### src/rtl/disp_sched_pkg.sv
// Shared definitions for the display scheduler.
//   state_t     : scheduler FSM encoding (IDLE / OWN)
//   DIGIT_W     : width of one BCD digit
//   DISP_DIGITS : digits on the display
//   WORD_W      : width of one client's digit word {d3,d2,d1,d0}
package disp_sched_pkg;

  localparam int DIGIT_W     = 4;
  localparam int DISP_DIGITS = 4;
  localparam int WORD_W      = DIGIT_W * DISP_DIGITS;

  typedef enum logic {
    IDLE = 1'b0,
    OWN  = 1'b1
  } state_t;

endpackage

### src/rtl/disp_sched_rr_arbiter.sv
// Combinational round-robin pick.
//   req      : request vector
//   ptr      : index where the search starts; the search wraps past N-1 to 0
//   pick     : one-hot winner, zero when nothing requests
//   pick_idx : binary index of the winner (0 when nothing requests)
//   valid    : some request was found
module rr_arbiter #(
  parameter int N  = 3,
  parameter int PW = $clog2(N)
) (
  input  logic [N-1:0]  req,
  input  logic [PW-1:0] ptr,
  output logic [N-1:0]  pick,
  output logic [PW-1:0] pick_idx,
  output logic          valid
);

  // Two passes instead of a modulo index: first the slots at or above ptr,
  // then the wrapped slots below it.
  always_comb begin
    // NOTE: every output gets a default before the search so no path leaves
    // a value unassigned, which would otherwise infer a latch.
    pick     = '0;
    pick_idx = '0;
    valid    = 1'b0;
    for (int i = 0; i < N; i++) begin
      if (!valid && req[i] && (i >= int'(ptr))) begin
        pick[i]  = 1'b1;
        pick_idx = PW'(i);
        valid    = 1'b1;
      end
    end
    for (int i = 0; i < N; i++) begin
      if (!valid && req[i] && (i < int'(ptr))) begin
        pick[i]  = 1'b1;
        pick_idx = PW'(i);
        valid    = 1'b1;
      end
    end
  end

endmodule

### src/rtl/disp_sched.sv
// Shares the 4-digit 7-segment driver between N_REQ clients with round-robin
// arbitration, a minimum ownership time and per-client blink.
//   clk, rst_n   : clock, asynchronous active-low reset
//   tick         : one-clk timebase strobe for hold and blink counters
//   req, blink   : per-client request level and blink request
//   req_bcd      : client i digits at [16i+15:16i] = {d3,d2,d1,d0}
//   gnt          : one-hot owner, zero when idle
//   en_7seg      : display enable (blink applied here)
//   bcd0..bcd3   : owner's digits, one clock behind req_bcd; bcd0 = rightmost
//   busy         : some client owns the display
module disp_sched
  import disp_sched_pkg::*;
#(
  parameter int N_REQ       = 3,
  parameter int HOLD_TICKS  = 8,
  parameter int BLINK_TICKS = 4,
  parameter int CNT_W       = 8
) (
  input  logic                      clk,
  input  logic                      rst_n,
  input  logic                      tick,
  input  logic [N_REQ-1:0]          req,
  input  logic [N_REQ-1:0]          blink,
  input  logic [WORD_W*N_REQ-1:0]   req_bcd,
  output logic [N_REQ-1:0]          gnt,
  output logic                      en_7seg,
  output logic [DIGIT_W-1:0]        bcd0,
  output logic [DIGIT_W-1:0]        bcd1,
  output logic [DIGIT_W-1:0]        bcd2,
  output logic [DIGIT_W-1:0]        bcd3,
  output logic                      busy
);

  localparam int               PW         = $clog2(N_REQ);
  localparam logic [CNT_W-1:0] HOLD_LOAD  = CNT_W'(HOLD_TICKS);
  localparam logic [CNT_W-1:0] BLINK_LOAD = CNT_W'(BLINK_TICKS);

  state_t           state;
  logic [PW-1:0]    owner;
  logic [PW-1:0]    rr_ptr;
  logic [CNT_W-1:0] hold_cnt;
  logic [CNT_W-1:0] blink_cnt;
  logic             phase;

  logic [N_REQ-1:0] pick;
  logic [PW-1:0]    pick_idx;
  logic             pick_valid;
  logic [PW-1:0]    after_owner;
  logic [PW-1:0]    arb_ptr;
  logic             owner_req;
  logic             do_grant;
  logic             do_idle;
  logic             phase_toggle;
  logic             phase_next;
  logic [WORD_W-1:0] owner_word;

  assign after_owner = (owner == PW'(N_REQ - 1)) ? '0 : owner + 1'b1;
  assign owner_req   = req[owner];
  assign owner_word  = req_bcd[int'(owner)*WORD_W +: WORD_W];

  // In OWN the search starts just past the owner and the owner is masked
  // out, which covers both the release hand-off and the hold-expiry rotation.
  assign arb_ptr = (state == OWN) ? after_owner : rr_ptr;

  rr_arbiter #(.N(N_REQ), .PW(PW)) u_arb (
    .req      (req & ~gnt),
    .ptr      (arb_ptr),
    .pick     (pick),
    .pick_idx (pick_idx),
    .valid    (pick_valid)
  );

  // Release takes priority over hold expiry; a grant reloads the counters,
  // so a coincident tick is ignored.
  assign do_grant = pick_valid &&
                    ((state == IDLE) || !owner_req || (hold_cnt == '0));
  assign do_idle  = (state == OWN) && !owner_req && !pick_valid;

  // The blink phase runs whether or not the owner currently asks for blink.
  assign phase_toggle = tick && (blink_cnt <= CNT_W'(1));
  assign phase_next   = phase ^ phase_toggle;

  // NOTE: registers use non-blocking assignments so every right-hand side
  // sees the pre-edge value regardless of statement order.
  always_ff @(posedge clk or negedge rst_n) begin
    if (!rst_n) begin
      state     <= IDLE;
      gnt       <= '0;
      owner     <= '0;
      rr_ptr    <= '0;
      hold_cnt  <= '0;
      blink_cnt <= '0;
      phase     <= 1'b0;
      en_7seg   <= 1'b0;
      busy      <= 1'b0;
      {bcd3, bcd2, bcd1, bcd0} <= '0;
    end else begin
      if ((state == OWN) && !owner_req) rr_ptr <= after_owner;

      // Digits always follow the owner of the current cycle.
      if ((state == OWN) && !do_idle) {bcd3, bcd2, bcd1, bcd0} <= owner_word;
      else                            {bcd3, bcd2, bcd1, bcd0} <= '0;

      if (do_grant) begin
        state     <= OWN;
        gnt       <= pick;
        owner     <= pick_idx;
        hold_cnt  <= HOLD_LOAD;
        blink_cnt <= BLINK_LOAD;
        phase     <= 1'b1;
        en_7seg   <= 1'b1;
        busy      <= 1'b1;
      end else if ((state == IDLE) || do_idle) begin
        state     <= IDLE;
        gnt       <= '0;
        hold_cnt  <= '0;
        blink_cnt <= '0;
        phase     <= 1'b0;
        en_7seg   <= 1'b0;
        busy      <= 1'b0;
      end else begin
        if (tick && (hold_cnt != '0)) hold_cnt <= hold_cnt - 1'b1;
        if (phase_toggle)   blink_cnt <= BLINK_LOAD;
        else if (tick)      blink_cnt <= blink_cnt - 1'b1;
        phase   <= phase_next;
        en_7seg <= blink[owner] ? phase_next : 1'b1;
      end
    end
  end

endmodule

### config.mk
export PLATFORM = sky130hd
export DESIGN_NAME = disp_sched
export DESIGN_NICKNAME = d
export VERILOG_FILES = /design/src/rtl/disp_sched_pkg.sv /design/src/rtl/disp_sched_rr_arbiter.sv /design/src/rtl/disp_sched.sv
export SDC_FILE = /design/constraint.sdc
export NUM_CORES = 1
export LEC_CHECK = 0
export CORE_ASPECT_RATIO = 0.5
export CORE_UTILIZATION = 49
export DETAILED_ROUTE_END_ITERATION = 7
export PLACE_DENSITY = 0.92
export SLEW_MARGIN = 20
export SYNTH_ARGS = -nofsm -noshare
export SYNTH_HDL_FRONTEND = slang
export SYNTH_SLANG_ARGS = --single-unit
### constraint.sdc
create_clock -name clk -period 4.6 [get_ports clk]
set_clock_uncertainty 0.2 [all_clocks]
set_input_delay 0.69 -clock clk [delete_from_list [all_inputs] [get_ports clk]]
set_output_delay 0.69 -clock clk [all_outputs]
set_load 0.005 [all_outputs]
After elaboration in Yosys (flattened, before gate mapping). Cells that the tools add are included.

Bitwise operators: 4. Shift operators: 1. Divide/modulo/power cells: 0. Reduce and logical (&&, ||, !) cells: 33. Add/sub/neg operators: 3. Order comparisons: 8. Multiplexer cells: 42. Equality and inequality tests: 1. $mul: 0.

Operator list (number): $mux W8 (7); $shiftx A48 B7 Y16 (1); $mux W1 (21); $logic_and A1 B1 Y1 (17); $mux W4 (4); $sub A8 B1 Y8 const B (2); $mux W2 (6); $le A8 B1 Y1 const B (1); $logic_not A1 Y1 (8); $logic_not A8 Y1 (1); $reduce_bool A8 Y1 (1); $mux W3 (2); $bmux W1 S2 (2); $ge A1 B2 Y1 const A (2); $lt A1 B2 Y1 const A (2); $reduce_bool A4 Y1 (1); $and A3 B3 Y3 (1); $logic_or A1 B1 Y1 (3); $lt A2 B3 Y1 const B (1); $not A3 Y3 (1); $reduce_bool A3 Y1 (1); $add A2 B1 Y2 const B (1); $eq A2 B2 Y1 const B (1); $ge A2 B2 Y1 const A (1); 4 further kinds (4).

Input port bits: 57. Memory bits (read-only): 0. RAM bits: 0. Bits in latches: 0. Memories: 0. Bits in registers: 42. Word-level logic and storage cells: 104.

Logic depth before layout (Yosys ltp). Gate-level depths: netlist (run 1).

Word-level depth: 31. Depth in mapped cells: 8. Gate-level depth less buffers: 6.

Cells and area by module. A second synthesis (run 1) with hierarchy kept.

Cells, all modules: 244. Area, all modules: 2401.1 um^2.

By module, submodules not included: disp_sched (instances 1, cells an instance 231, area each 2313.5 um^2, seq. area each 1051.0 um^2); rr_arbiter (instances 1, cells an instance 13, area each 87.6 um^2, seq. area each 0.0 um^2).

Worst setup path after synthesis (run 1). No wires, ideal clock.

Path type: in2reg. Start point: input port tick. End point: register blink_cnt[2]. Arrival: 2.062 ns. Stages: 5. Slack: 2.243 ns. Required time: 4.305 ns. Library setup time: 0.095 ns. Cell sequence: clkbuf_2 -> nor4b_1 -> nand4_1 -> nor3b_1 -> o31ai_1.

Cells in the longest elaborated chain, start to end: 4. Elaborated cells on any way between the ends: 5.

RTL lines: start, declared (RTL line disp_sched.sv:21) `input logic tick,`; $logic_and A1 B1 Y1 (RTL line disp_sched.sv:80) `assign phase_toggle = tick && (blink_cnt <= CNT_W'(1));`; $mux W8 (RTL line disp_sched.sv:123) `if (phase_toggle) blink_cnt <= BLINK_LOAD;`; $mux W8 (RTL line disp_sched.sv:113) `end else if ((state == IDLE) || do_idle) begin`; $mux W8 (RTL line disp_sched.sv:104) `if (do_grant) begin`; end signal, assigned (RTL line disp_sched.sv:124) `else if (tick) blink_cnt <= blink_cnt - 1'b1;`; end, declared (RTL line disp_sched.sv:42) `logic [CNT_W-1:0] blink_cnt;`.

Several ways; a longest one is shown, not always the timed one. A chain may end at the register's enable or synchronous reset.

Final worst setup path (run 1).
Start point: input port tick. End point: register blink_cnt[3].

The elaborated chain is that of the path after synthesis.

==> summary.txt, run 1 <==
Run status
  • Status: complete, no violations

Clock network
  • Clk_lat worst skew: just under 0.3 ns
  • Clk pin slew, worst setup/hold paths: 0.07 ns
  • CTS buffer count: 5
  • Post-CTS Hold Buffers: 0
  • CTS root buffer: clkbuf_8
  • CTS max path bufs: 2
  • CTS tree: built
  • H-tree Lvls: 2
  • PostCTS Resize Cnt: 0
  • Post CTS Setup Buffer Count: 0
  • Num Clock Sinks: 42

Drt
  • Drt first pass iters: 6
  • DRT antenna net count: 0
  • Post-Route WL: 5410 um
  • Vias/cell: 5.54
  • Routed vias: 2,073
  • Initial DRC Count: 126
  • Routed length per instance: 14.5 um
  • # DRC: 0

Floorplan
  • Die height: 50.5 um
  • Top Ports: 78
  • Core Footprint: 4450 um^2
  • DIE WIDTH: 98.9 um
  • Row Count: 17
  • Die area: 4990 um^2
  • Initial Utilization: 0.518

Placed design
  • Placed insts: 366
  • Input/output buffers: between 70 and 80
  • Final GP Congestion: around 0.79
  • Detail Placement HPWL: 4020 um

Hold path
  • Hold Path Class: primary input to async pin

STA
  • Setup TNS: 0 ns
  • Max_slew headroom: 0.294
  • Unrepaired setup endpoints after global routing: false
  • Fmax: 0.319 GHz
  • Final Hold Violating Endpoints: 0
  • Max Slew Vio Count: 0
  • Least-Margin Pin Slew: 1.05 ns
  • Fin Hold WS: about 0.33 ns
  • Final Cycle Share: 0.681
  • Setup violators final: 0
  • Post-layout minimum cycle time: about 3.1 ns

Synth
  • Synth Area in Simple Gates: 0.187
  • FF+latch count, synth: 42
  • Cell taking the most area after synthesis: dfrtp_1
  • Top_reg_cell synth: dfrtp_1
  • Syn_area_per_cell: 9.47 um^2
  • Synth Instances: about 240
  • Compound-gate portion of the synthesized area: 0.154
  • Synth top area share: 0.457
  • Post-Synth Adder-Cell Area: 0.0218
  • Synth async-reset ratio: 1.00
  • Mapped cell area: 2300 um^2
  • Post-synthesis sequential area ratio: 0.457
  • Synth warn: 0
  • Largest family of logic cells by synthesized area: simple AND/OR/NAND/NOR gates
  • Mux cell area share after synthesis: 0.0973
  • Cell with the most instances after synthesis: nor2_1
  • Synth Net Count: 304
  • Post-synth EDFFs: 0
  • XOR/XNOR Fraction of Synth Area: 0.0381
  • Area contributors post-synth: dfrtp_1 46%, mux2i_1 8.3%, nor2_1 7.5%
  • Post-synth top cells: 46 x nor2_1, 42 x dfrtp_1, 20 x a21oi_1
  • Unique cell type count in the Yosys netlist: 50

Critical path
  • Critical path data arrival time: slightly above 3 ns
  • Worst Setup SP: tick
  • Critical Path Start Type: primary input
  • Worst setup EP type: register
  • R2r worst-path depth: 6
  • Worst r2r src: hold_cnt[0]
  • Crit path max fanout: 18
  • Critical Path RT: 4.56 ns
  • Crit Path Class: primary input to register

Final layout
  • Fill count: slightly above 300
  • Non-Filler Instances: 374
  • Antenna diodes: 0
  • Layout cells sized above 1: 0.0631
  • Area Overhead vs Synth: 39.6%
  • Nets: 377

Global routing
  • Total GRT Usage: 0.240
  • Largest net degree at the start of global routing: 43
  • Number of global-route vias before repair: 2,068
  • Gr ovfl total: 0
  • Initial antenna violation count: 0
  • First-pass GRT wire length: 9260 um

Flow run
  • Max Cap Viol: 0

Power and ir drop
  • P_leak: around 1.4 nW
  • Maximum VDD drop: 0.258 mV
  • Power density over cell area: roughly 600 nW/um^2
## critical path, cell delays in order
cell,delay (ns)
clkdlybuf4s50_1,0.78
nor4b_1,0.83
nand4_1,0.33
o2111ai_1,0.35
nor2_1,0.11
## sequential cells by signal, indices dropped and copies added, names as in the netlist
| name | count |
|---|---|
| blink_cnt | 8 |
| hold_cnt | 8 |
| bcd0 | 4 |
| bcd1 | 4 |
| bcd2 | 4 |
| bcd3 | 4 |
| gnt | 3 |
| owner | 2 |
| rr_ptr | 2 |
| en_7seg | 1 |
| phase | 1 |
| state | 1 |
## final timing paths
path / to / slack (ns)
max in group asynchronous: gnt[1] / 3.30
min reg2reg: hold_cnt[7] / 0.35
max reg2reg: gnt[1] / 1.48
max: blink_cnt[3] / 1.47
min in group clk: hold_cnt[7] / 0.35
min: blink_cnt[5] / 0.33
## cell usage in the layout (no fill, tap or decap), types with 2 or more instances in the layout
| cell type | netlist | routed |
|---|---|---|
| nand3b_1 | 3 | 3 |
| a211o_1 | 2 | 2 |
| nor4bb_1 | 2 | 2 |
| o211ai_1 | 2 | 2 |
| a311oi_1 | 2 | 2 |
| o21ai_0 | 7 | 7 |
| o22ai_1 | 2 | 2 |
| nor3_1 | 5 | 5 |
| xor2_1 | 6 | 6 |
| nand4_1 | 2 | 2 |
| ha_1 | 4 | 4 |
| o2bb2ai_1 | 2 | 2 |
| nand3_1 | 4 | 4 |
| a21oi_1 | 20 | 20 |
| a31oi_1 | 2 | 2 |
| clkbuf_8 | 0 | 5 |
| nor2b_1 | 5 | 5 |
| mux2i_1 | 19 | 19 |
| nor4_1 | 2 | 2 |
| dfrtp_1 | 42 | 42 |
| mux2_2 | 3 | 3 |
| nand2b_1 | 4 | 4 |
| o2111ai_1 | 2 | 2 |
| nand2_1 | 6 | 6 |
| clkdlybuf4s50_1 | 0 | 76 |
| buf_4 | 1 | 3 |
| inv_1 | 11 | 11 |
| nor2_1 | 46 | 46 |
| xnor2_1 | 4 | 4 |
| nor4b_1 | 2 | 2 |
| clkbuf_1 | 8 | 2 |
## report_power, final
part           internal, mW  total (mW)  switching, mW
Combinational         0.490       0.977          0.487
Clock                 0.162       0.283          0.121
Sequential            0.510       0.635          0.126
## per-layer routing
metal  GRT usage  wire (um)  up-vias
li1            -          -      996
met1       0.269       2250     1000
met2       0.464       2770       67
met3      0.0515        307       10
met4      0.0771         83        0
met5           0          0        -
## final cells by class
cell class / count / area, um^2 / share of cell area
clock buffers: 7 / 76.3 / 0.0238
clock inverters: 1 / 30.0 / 0.00935
inverters: 11 / 41.3 / 0.0129
multi-input cells: 176 / 1150 / 0.359
flip-flops and latches: 42 / 1050 / 0.327
well taps: 57 / 71.3 / 0.0222
repair buffers: 80 / 788 / 0.245
## stage by stage
step	worst slack, ns	cell area (um^2)	util	total power, mW
after floorplan	2.24	2300	-	1.25
after global placement	1.39	3110	0.699	1.57
after detailed placement	1.25	3110	0.699	1.61
after CTS	1.48	3210	0.723	1.90
after global routing	1.25	3210	0.723	2.05
final	1.47	3210	0.723	1.90
## logic make-up (layout without fill, tap and decap cells)
| group | count (synthesis) | count (layout) |
|---|---|---|
| buffers and inverters | 25 | 99 |
| muxes | 22 | 22 |
| AOI/OAI and AO/OA | 52 | 52 |
| xor gates and xnor gates | 10 | 10 |
| and+or+nand+nor | 88 | 88 |
| DFF | 42 | 42 |
| adders and majority gates | 4 | 4 |
No activity file was read; power rests on OpenSTA's default activity.
==> inputs of run 2 (changes only) <==
- CORE_UTILIZATION: 49 -> 46
- PLACE_DENSITY: 0.92 -> 0.88
- clock period: 4.6 -> 3 ns (I/O delays scaled with it)
==> summary.txt, run 2 (synthesis results as in run 1) <==
Drt
  • Initial DRC Count: 81
  • WL met3: roughly 390 um
  • Routed length per instance: 15.4 um
  • Met2 WL: 3150 um
  • Top sig layer: met4
  • Vias/cell: ~5.4
  • M1 WL: 2350 um
  • DRT antenna net count: 0
  • Post-Route WL: 5980 um
  • # DRC: 0
  • Routed vias: 2,108
  • Drt first pass iters: 4

Critical path
  • Slowest-stage cell, CP: or3b_2
  • Critical path data arrival time: 2.70 ns
  • Crit path max fanout: 9
  • Crit-path cells: inv_1 > ha_1 > or3b_2 > or2_0 > o211ai_1 > buf_4 > o21ba_2
  • Worst Setup SP: hold_cnt[0]
  • Worst setup EP type: register
  • Critical Path Start Type: register
  • Worst r2r src: hold_cnt[0]
  • Crit Path Class: register to register
  • Critical Path RT: 2.99 ns
  • Crit path largest cell delay: 0.50 ns

Clock network
  • Clk_lat worst skew: 0.30 ns
  • Num Clock Sinks: 42
  • CTS buffer count: 5
  • CTS root buffer: clkbuf_8
  • Post-CTS Hold Buffers: 0
  • Clk pin slew, worst setup/hold paths: 0.09 ns
  • CTS tree: built
  • H-tree Lvls: 2
  • PostCTS Resize Cnt: 0
  • Post CTS Setup Buffer Count: 0
  • CTS max path bufs: 2

Power and ir drop
  • Maximum VDD drop: approximately 0.44 mV
  • Power density over cell area: 943 nW/um^2
  • Overall power: 3.12 mW
  • P_leak: roughly 1.4 nW

Global routing
  • Total GRT Usage: 0.250
  • Largest net degree at the start of global routing: 43
  • Initial antenna violation count: 0
  • First-pass GRT wire length: 9980 um
  • Number of global-route vias before repair: 2,164
  • Gr ovfl total: 0

Floorplan
  • Row Count: 17
  • Top Ports: 78
  • Initial Utilization: 0.501
  • Core Footprint: roughly 4600 um^2
  • DIE WIDTH: 102 um
  • Die height: 52.0 um
  • Die area: roughly 5300 um^2

STA
  • Final Cycle Share: 0.903
  • Setup violators final: 0
  • Unrepaired setup endpoints after global routing: false
  • Fmax: 0.369 GHz
  • Max Slew Vio Count: 0
  • Post-layout minimum cycle time: 2.71 ns
  • Max_slew headroom: 0.392
  • Final Hold Violating Endpoints: 0
  • Fin Hold WS: 0.0776 ns
  • Least-Margin Pin Slew: between 0.9 and 1 ns
  • Setup TNS: 0 ns

Hold path
  • Hold Path Class: primary input to async pin

Final layout
  • Antenna diodes: 0
  • Layout cells sized above 1: 0.0867
  • Nets: 383
  • Fill count: around 330
  • Top flop regs: blink_cnt: 8 flops, hold_cnt: 8 flops
  • Most frequent cells in the layout: 76 x clkdlybuf4s50_1, 46 x nor2_1, 42 x dfrtp_1, 20 x a21oi_1, 19 x mux2i_1
  • Area Overhead vs Synth: 43.7%
  • Non-Filler Instances: 389
  • Commonest non-fill, non-tap cell in the layout: clkdlybuf4s50_1
  • Layout Utilization: 0.719

Run status
  • Status: complete, no violations

Flow run
  • Max Cap Viol: 0

Placed design
  • Placed insts: 381
  • Detail Placement HPWL: 4410 um
  • Input/output buffers: 77
  • Final GP Congestion: 0.875
-- run 2: final cells by class --
cell class | count | area [um^2] | area share
tap | 66 | 82.6 | 0.0250
inverter | 11 | 41.3 | 0.0125
clock inverter | 2 | 60.1 | 0.0182
sequential | 42 | 1050 | 0.318
clock buffer | 6 | 82.6 | 0.0250
timing repair buffer | 86 | 833 | 0.252
multi-input combinational | 176 | 1150 | 0.349
-- run 2: final timing paths --
kind	endpoint	depth (start not counted)	slack [ns]
max reg2reg	hold_cnt[5]	7	0.29
min reg2reg	rr_ptr[0]	1	0.36
min in group clk	rr_ptr[0]	1	0.36
min	owner[1]	1	0.08
max	hold_cnt[5]	7	0.29
max in group asynchronous	bcd0[1]	1	1.95
-- run 2: metrics by stage --
step / cell area (um^2) / setup slack, ns
global placement: 3160 / 0.452
global route: 3310 / 0.130
finish: 3310 / 0.292
CTS: 3310 / 0.303
floorplan: 2300 / 0.729
detailed placement: 3160 / 0.330
-- run 2: layer usage --
layer	GRT usage	vias up
li1	-	1010
met1	0.281	998
met2	0.455	88
met3	0.0699	12
met4	0.0976	0
met5	0	-
-- run 2: power breakdown --
group,internal [mW],switching (mW)
clock,0.355,0.196
combinational,0.799,0.786
sequential,0.781,0.199
total,1.93,1.18
-- run 2: worst max-delay path: cells and delay by family, from the launching register on --
family | cells | cell delay (ns)
compound gates | 2 | 0.57
fa+ha+maj | 1 | 0.15
buf+inv | 2 | 0.36
flops | 1 | 0.42
simple gates | 2 | 0.89
